===== config.mk =====
export PLATFORM = sky130hd
export DESIGN_NAME = load_store_unit
export DESIGN_NICKNAME = d
export VERILOG_FILES = /design/src/rtl/lsu_pkg.sv /design/src/rtl/lsu_decode.sv /design/src/rtl/load_store_unit.sv
export SDC_FILE = /design/constraint.sdc
export NUM_CORES = 1
export LEC_CHECK = 0
export BUFFER_PORTS_ARGS = -buffer_cell sky130_fd_sc_hd__buf_4
export CAP_MARGIN = 20
export CORE_MARGIN = 5
export CORE_UTILIZATION = 40
export CTS_BUF_LIST = sky130_fd_sc_hd__clkbuf_8 sky130_fd_sc_hd__clkbuf_16
export DETAILED_ROUTE_END_ITERATION = 16
export PLACE_DENSITY = 0.84
export SYNTH_ARGS = -nofsm -noshare
export SYNTH_HDL_FRONTEND = slang
export SYNTH_HIERARCHICAL = 1
export SYNTH_SLANG_ARGS = --single-unit

===== constraint.sdc =====
create_clock -name clock -period 1.45 [get_ports clock]
set_clock_uncertainty 0.1 [all_clocks]
set_input_delay 0.2175 -clock clock [delete_from_list [all_inputs] [get_ports clock]]
set_output_delay 0.2175 -clock clock [all_outputs]
set_load 0.02 [all_outputs]

===== src/rtl/lsu_pkg.sv =====
// Shared definitions for the MEM-stage load/store unit: RV32I funct3 codes,
// data_mem byte_size encodings and the access-sequencing FSM states.
package lsu_pkg;

  // RV32I load/store funct3 codes (stores use only the signed-looking ones).
  localparam logic [2:0] F3_B  = 3'b000;
  localparam logic [2:0] F3_H  = 3'b001;
  localparam logic [2:0] F3_W  = 3'b010;
  localparam logic [2:0] F3_BU = 3'b100;
  localparam logic [2:0] F3_HU = 3'b101;

  // data_mem byte_size encodings.
  localparam logic [1:0] SZ_BYTE = 2'b00;
  localparam logic [1:0] SZ_HALF = 2'b01;
  localparam logic [1:0] SZ_WORD = 2'b10;

  // Access sequencing: accept in IDLE, strobe in ACCESS, extra read
  // latency in WAIT, one-cycle load/exception response in RESP.
  typedef enum logic [1:0] {
    IDLE   = 2'b00,
    ACCESS = 2'b01,
    WAIT   = 2'b10,
    RESP   = 2'b11
  } lsu_state_t;

endpackage


===== src/rtl/lsu_decode.sv =====
// Combinational funct3 decoder: derives data_mem size/extension controls and
// flags unsupported encodings and misaligned addresses for one request.
module lsu_decode
  import lsu_pkg::*;
(
  input  logic [2:0] funct3,
  input  logic [1:0] addr_lo,
  input  logic       is_store,
  output logic [1:0] byte_size,
  output logic       sign_ext,
  output logic       misalign,
  output logic       illegal
);

  // Size, extension and fault classification of the incoming request.
  always_comb begin
    // NOTE: every output gets a value before the case so no path can leave
    // one unassigned; an unassigned path would infer a latch.
    byte_size = SZ_BYTE;
    sign_ext  = ~funct3[2];
    illegal   = 1'b0;

    case (funct3)
      F3_B, F3_BU: byte_size = SZ_BYTE;
      F3_H, F3_HU: byte_size = SZ_HALF;
      F3_W:        byte_size = SZ_WORD;
      default:     byte_size = SZ_BYTE;
    endcase

    // Stores have no unsigned forms; loads reject 011/110/111.
    if (is_store)
      illegal = !(funct3 inside {F3_B, F3_H, F3_W});
    else
      illegal = !(funct3 inside {F3_B, F3_H, F3_W, F3_BU, F3_HU});

    // Only meaningful when the encoding is legal; the top gives illegal priority.
    misalign = ((byte_size == SZ_HALF) && addr_lo[0]) ||
               ((byte_size == SZ_WORD) && (addr_lo != 2'b00));
  end

endmodule


===== src/rtl/load_store_unit.sv =====
// MEM-stage load/store unit in front of data_mem. Accepts one request at a
// time, decodes it, runs a single store strobe or a (possibly multi-cycle)
// read, and returns load data or an exception as a one-cycle response.
module load_store_unit
  import lsu_pkg::*;
#(
  parameter int READ_LATENCY = 0,
  parameter int ADDR_W       = 32
) (
  input  logic              clock,
  input  logic              reset,
  input  logic              req_valid,
  output logic              req_ready,
  input  logic              req_is_store,
  input  logic [2:0]        req_funct3,
  input  logic [ADDR_W-1:0] req_addr,
  input  logic [31:0]       req_wdata,
  input  logic [4:0]        req_rd,
  output logic              resp_valid,
  output logic [4:0]        resp_rd,
  output logic [31:0]       resp_data,
  output logic              misalign_exc,
  output logic              illegal_exc,
  output logic              mem_write,
  output logic              mem_read,
  output logic              mem_sign_ext,
  output logic [1:0]        mem_byte_size,
  output logic [ADDR_W-1:0] mem_address,
  output logic [31:0]       mem_write_data,
  input  logic [31:0]       mem_read_data
);

  // WAIT-cycle counter: counts 0 .. READ_LATENCY-1.
  localparam int CNT_W = (READ_LATENCY > 1) ? $clog2(READ_LATENCY) : 1;
  localparam logic [CNT_W-1:0] LAST_CNT =
    CNT_W'((READ_LATENCY > 0) ? READ_LATENCY - 1 : 0);
  localparam bit ZERO_LAT = (READ_LATENCY == 0);

  lsu_state_t        state;
  lsu_state_t        next_state;

  logic              is_store_q;
  logic [ADDR_W-1:0] addr_q;
  logic [31:0]       wdata_q;
  logic [4:0]        rd_q;
  logic [1:0]        size_q;
  logic              sext_q;
  logic              misalign_q;
  logic              illegal_q;
  logic [31:0]       rdata_q;
  logic [CNT_W-1:0]  cnt_q;

  logic [1:0]        dec_size;
  logic              dec_sext;
  logic              dec_misalign;
  logic              dec_illegal;

  logic              accept;
  logic              wait_done;
  logic              capture;

  lsu_decode u_decode (
    .funct3    (req_funct3),
    .addr_lo   (req_addr[1:0]),
    .is_store  (req_is_store),
    .byte_size (dec_size),
    .sign_ext  (dec_sext),
    .misalign  (dec_misalign),
    .illegal   (dec_illegal)
  );

  assign accept    = (state == IDLE) && req_valid;
  assign wait_done = (cnt_q == LAST_CNT);
  // Read data is taken on the last cycle mem_read is held.
  assign capture   = (ZERO_LAT && (state == ACCESS) && !is_store_q) ||
                     ((state == WAIT) && wait_done);

  // State register.
  always_ff @(posedge clock) begin
    // NOTE: sequential state uses non-blocking assignments so every flop
    // samples pre-edge values regardless of block ordering.
    if (reset) state <= IDLE;
    else       state <= next_state;
  end

  // Next-state, handshake, strobes and response qualifiers.
  always_comb begin
    next_state   = state;
    req_ready    = 1'b0;
    mem_write    = 1'b0;
    mem_read     = 1'b0;
    resp_valid   = 1'b0;
    misalign_exc = 1'b0;
    illegal_exc  = 1'b0;

    case (state)
      IDLE: begin
        req_ready = 1'b1;
        if (req_valid)
          next_state = (dec_illegal || dec_misalign) ? RESP : ACCESS;
      end
      ACCESS: begin
        if (is_store_q) begin
          mem_write  = 1'b1;
          next_state = IDLE;
        end else begin
          mem_read   = 1'b1;
          next_state = ZERO_LAT ? RESP : WAIT;
        end
      end
      WAIT: begin
        mem_read = 1'b1;
        if (wait_done) next_state = RESP;
      end
      RESP: begin
        resp_valid   = 1'b1;
        illegal_exc  = illegal_q;
        misalign_exc = misalign_q && !illegal_q;
        next_state   = IDLE;
      end
      default: next_state = IDLE;
    endcase
  end

  // Request latches, read-data capture and WAIT counter.
  always_ff @(posedge clock) begin
    // NOTE: the datapath registers are reset too, because they drive the
    // mem_* and resp_* outputs directly and those must read zero out of reset.
    if (reset) begin
      is_store_q <= 1'b0;
      addr_q     <= '0;
      wdata_q    <= '0;
      rd_q       <= '0;
      size_q     <= SZ_BYTE;
      sext_q     <= 1'b0;
      misalign_q <= 1'b0;
      illegal_q  <= 1'b0;
      rdata_q    <= '0;
      cnt_q      <= '0;
    end else begin
      if (accept) begin
        is_store_q <= req_is_store;
        addr_q     <= req_addr;
        wdata_q    <= req_wdata;
        rd_q       <= req_rd;
        size_q     <= dec_size;
        sext_q     <= dec_sext;
        misalign_q <= dec_misalign;
        illegal_q  <= dec_illegal;
        rdata_q    <= '0;
      end
      if (capture) rdata_q <= mem_read_data;
      if (state == ACCESS)    cnt_q <= '0;
      else if (state == WAIT) cnt_q <= cnt_q + CNT_W'(1);
    end
  end

  assign mem_address    = addr_q;
  assign mem_byte_size  = size_q;
  assign mem_sign_ext   = sext_q;
  assign mem_write_data = wdata_q;
  assign resp_rd        = rd_q;
  assign resp_data      = rdata_q;

endmodule


==> metrics <==
status finished, violations left; failing checks hold timing, setup timing; Tightest Pin Transition 0.389 ns; Initial Utilization 0.405; area of the core between 0.01 and 0.015 mm2; CTS clk-pin slew, worst paths roughly 0.10 ns; LEAKAGE 3.92 nW; Tcrit/Tclk final 1.27; yosys warns 6; Congestion Overflow GR 0; vias in the first global route between 5000 and 6000; top cells by area, synth dfxtp_1, nand2_1, a21oi_1; ys async rst share 0; slowest stage delay, CP roughly 0.40 ns; Cell Area, Synth between 0.004 and 0.005 mm2; RePlAce Congestion roughly 0.85; Main synth FF type dfxtp_1; Die Y 112 um; Worst Path Required 1.13 ns; Clock Latency Late Sink around 0.37 ns; Routed Antenna Nets 0; CTS HTree Levels 3; final net count 953; First DRT Iteration DRCs approximately 560; row count 37; 1st-pass router iterations 6; worst min path class in -> reg; CP max FO 3; Max Freq 545 MHz; drt total wl about 24 mm; EDFF count, synth 0; largest net degree at the start of global routing between 50 and 60; share of cells above drive strength 1 0.631; max_cap viols 0; GRT Total Usage 0.311; Tmin final ~1.8 ns; post-route cell area 0.00903 mm2; syn nets 627; Yosys top cell by area dfxtp_1; Syn Inst Count approximately 510; Synth top cells by count nand2_1, dfxtp_1, a21oi_1, nand4_1, o21ai_0; Final setup viols roughly 120; FF-to-FF path depth 9; peak supply drop between 1000 and 1500 uV; CTS tree built; Final Hold Vio Count 2; clock root buffer master clkbuf_8; Critical path buffers and inverters 3; most numerous cell in the Yosys netlist nand2_1; critical path class reg -> out; Pwr per Cell Area roughly 1900 mW/mm2; Worst Path Arrival 1.52 ns; Slew headroom 0.741; Worst path top cell family by delay flip-flops; post-synth cell types 28; Avg Inst Size Synth around 8.1 um2; fin util 0.883; DP Area ~0.006 mm2; Synth top area share 0.532; # port buffers around 220; chip width ~110 um; Worst setup SP type flop; Hold Path Depth 3; register area share after synthesis 0.532; dpl hpwl 9.43 mm; WP depth 5; hold_ws -0.000807 ns; CTS Buf Count 9; Yosys reg bits 110; crit end category output pin; area grow syn2layout 118%; wire per inst 24.9 um; unrepaired setup endpoints after global routing yes; CP max-delay cell dfxtp_4; CP Cell Sequence inv_4 > buf_4 > ha_1 > o21a_4 > buf_6; initial antenna violation count 1; clk sinks 110; io pins 218; die area between 0.01 and 0.015 mm2; max-slew violation count 0; first-pass GRT wire length around 31 mm; DRC 0; CTS max path bufs 2; drt via density around 5.9; Vias approximately 5800; worst setup margin -0.386 ns
[state kept, by name (all words and copies together), names as in the netlist]
signal          flops
cnt_q               1
mem_address        32
mem_sign_ext        1
resp_data          32
resp_rd             5
misalign_q          1
mem_write_data     32
illegal_q           1
is_store_q          1
mem_byte_size       2
state               2
[worst register-to-register path, delay by kind of cell, from the launching register on]
| kind | cells | cell delay [ns] |
|---|---|---|
| DFF | 1 | 0.40 |
| and+or+nand+nor | 2 | 0.22 |
| adders and majority gates | 1 | 0.18 |
| AOI/OAI and AO/OA | 1 | 0.20 |
| buffers and inverters | 5 | 0.61 |
[area by class of cell]
cell class	count	area (um2)
multi-input cells	356	2780
repair buffers	359	3680
fillers	403	1200
diodes	2	5.00
clock buffers	9	124
inverters	4	17.5
well taps	136	170
clock inverters	5	53.8
flip-flops and latches	110	2210
[path summary, 6_finish.rpt]
check | to | from | slack (ns)
min reg2reg | mem_write_data[18] | mem_write_data[18] | 0.38
max | mem_read | state[1] | -0.39
min | resp_data[19] | mem_read_data[19] | -0.0008
max reg2reg | resp_data[24] | state[1] | -0.33
[timing repair]
| action | 4_1_cts | 5_1_grt |
|---|---|---|
| hold endpoints to repair | 60 | 8 |
| cloned | 26 | 4 |
| pin swaps | 81 | 114 |
| endpoints found under the setup margin | 111 | 115 |
| resized for setup | 168 | 222 |
| buffers inserted | 34 | 6 |
| hold buffers | 60 | 8 |
[metal layers]
metal,global-route usage,vias up,part of all wire
li1,-,2406,-
met1,0.345,2787,0.34
met2,0.550,463,0.50
met3,0.0842,113,0.10
met4,0.148,0,0.056
met5,0,-,0
[where the power goes]
part           switching [mW]  internal [mW]  leakage, nW
Combinational            5.52           5.17         2.93
Sequential              0.619           3.71        0.902
Clock                    1.08          0.774       0.0884
Total                    7.22           9.66         3.92
[through the flow]
step	setup slack [ns]	instances	power, mW	setup TNS, ns
floorplan	-0.0384	514	7.18	-1.92
global placement	-0.0586	842	9.20	-0.0880
detailed placement	-0.112	842	9.43	-2.21
CTS	-0.365	975	15.4	-19.90
global route	-0.415	980	17.4	-30.46
finish	-0.386	981	16.9	-25.92
[placed cells by master, fill, tap and decap left out, types with 20 or more instances in the layout]
master	count
a21oi_1	29
a21oi_2	78
buf_12	23
buf_4	222
buf_6	20
dfxtp_1	108
dlygate4sd3_1	68
nand2_1	39
nand2_2	52
nand2_4	61
nand4_1	32
o21ai_2	20
[kinds of logic (layout without fill, tap and decap cells)]
kind of cell    Yosys count  in the layout  share of synthesized area
simple gates            204            204                      0.214
other cells               0              2                          0
flops                   110            110                      0.532
fa+ha+maj                 5              5                     0.0151
xor+xnor                  1              1                    0.00212
compound gates          146            146                      0.181
buf+inv                  48            377                     0.0559
Note: power is estimated with default switching activity, not from simulation.
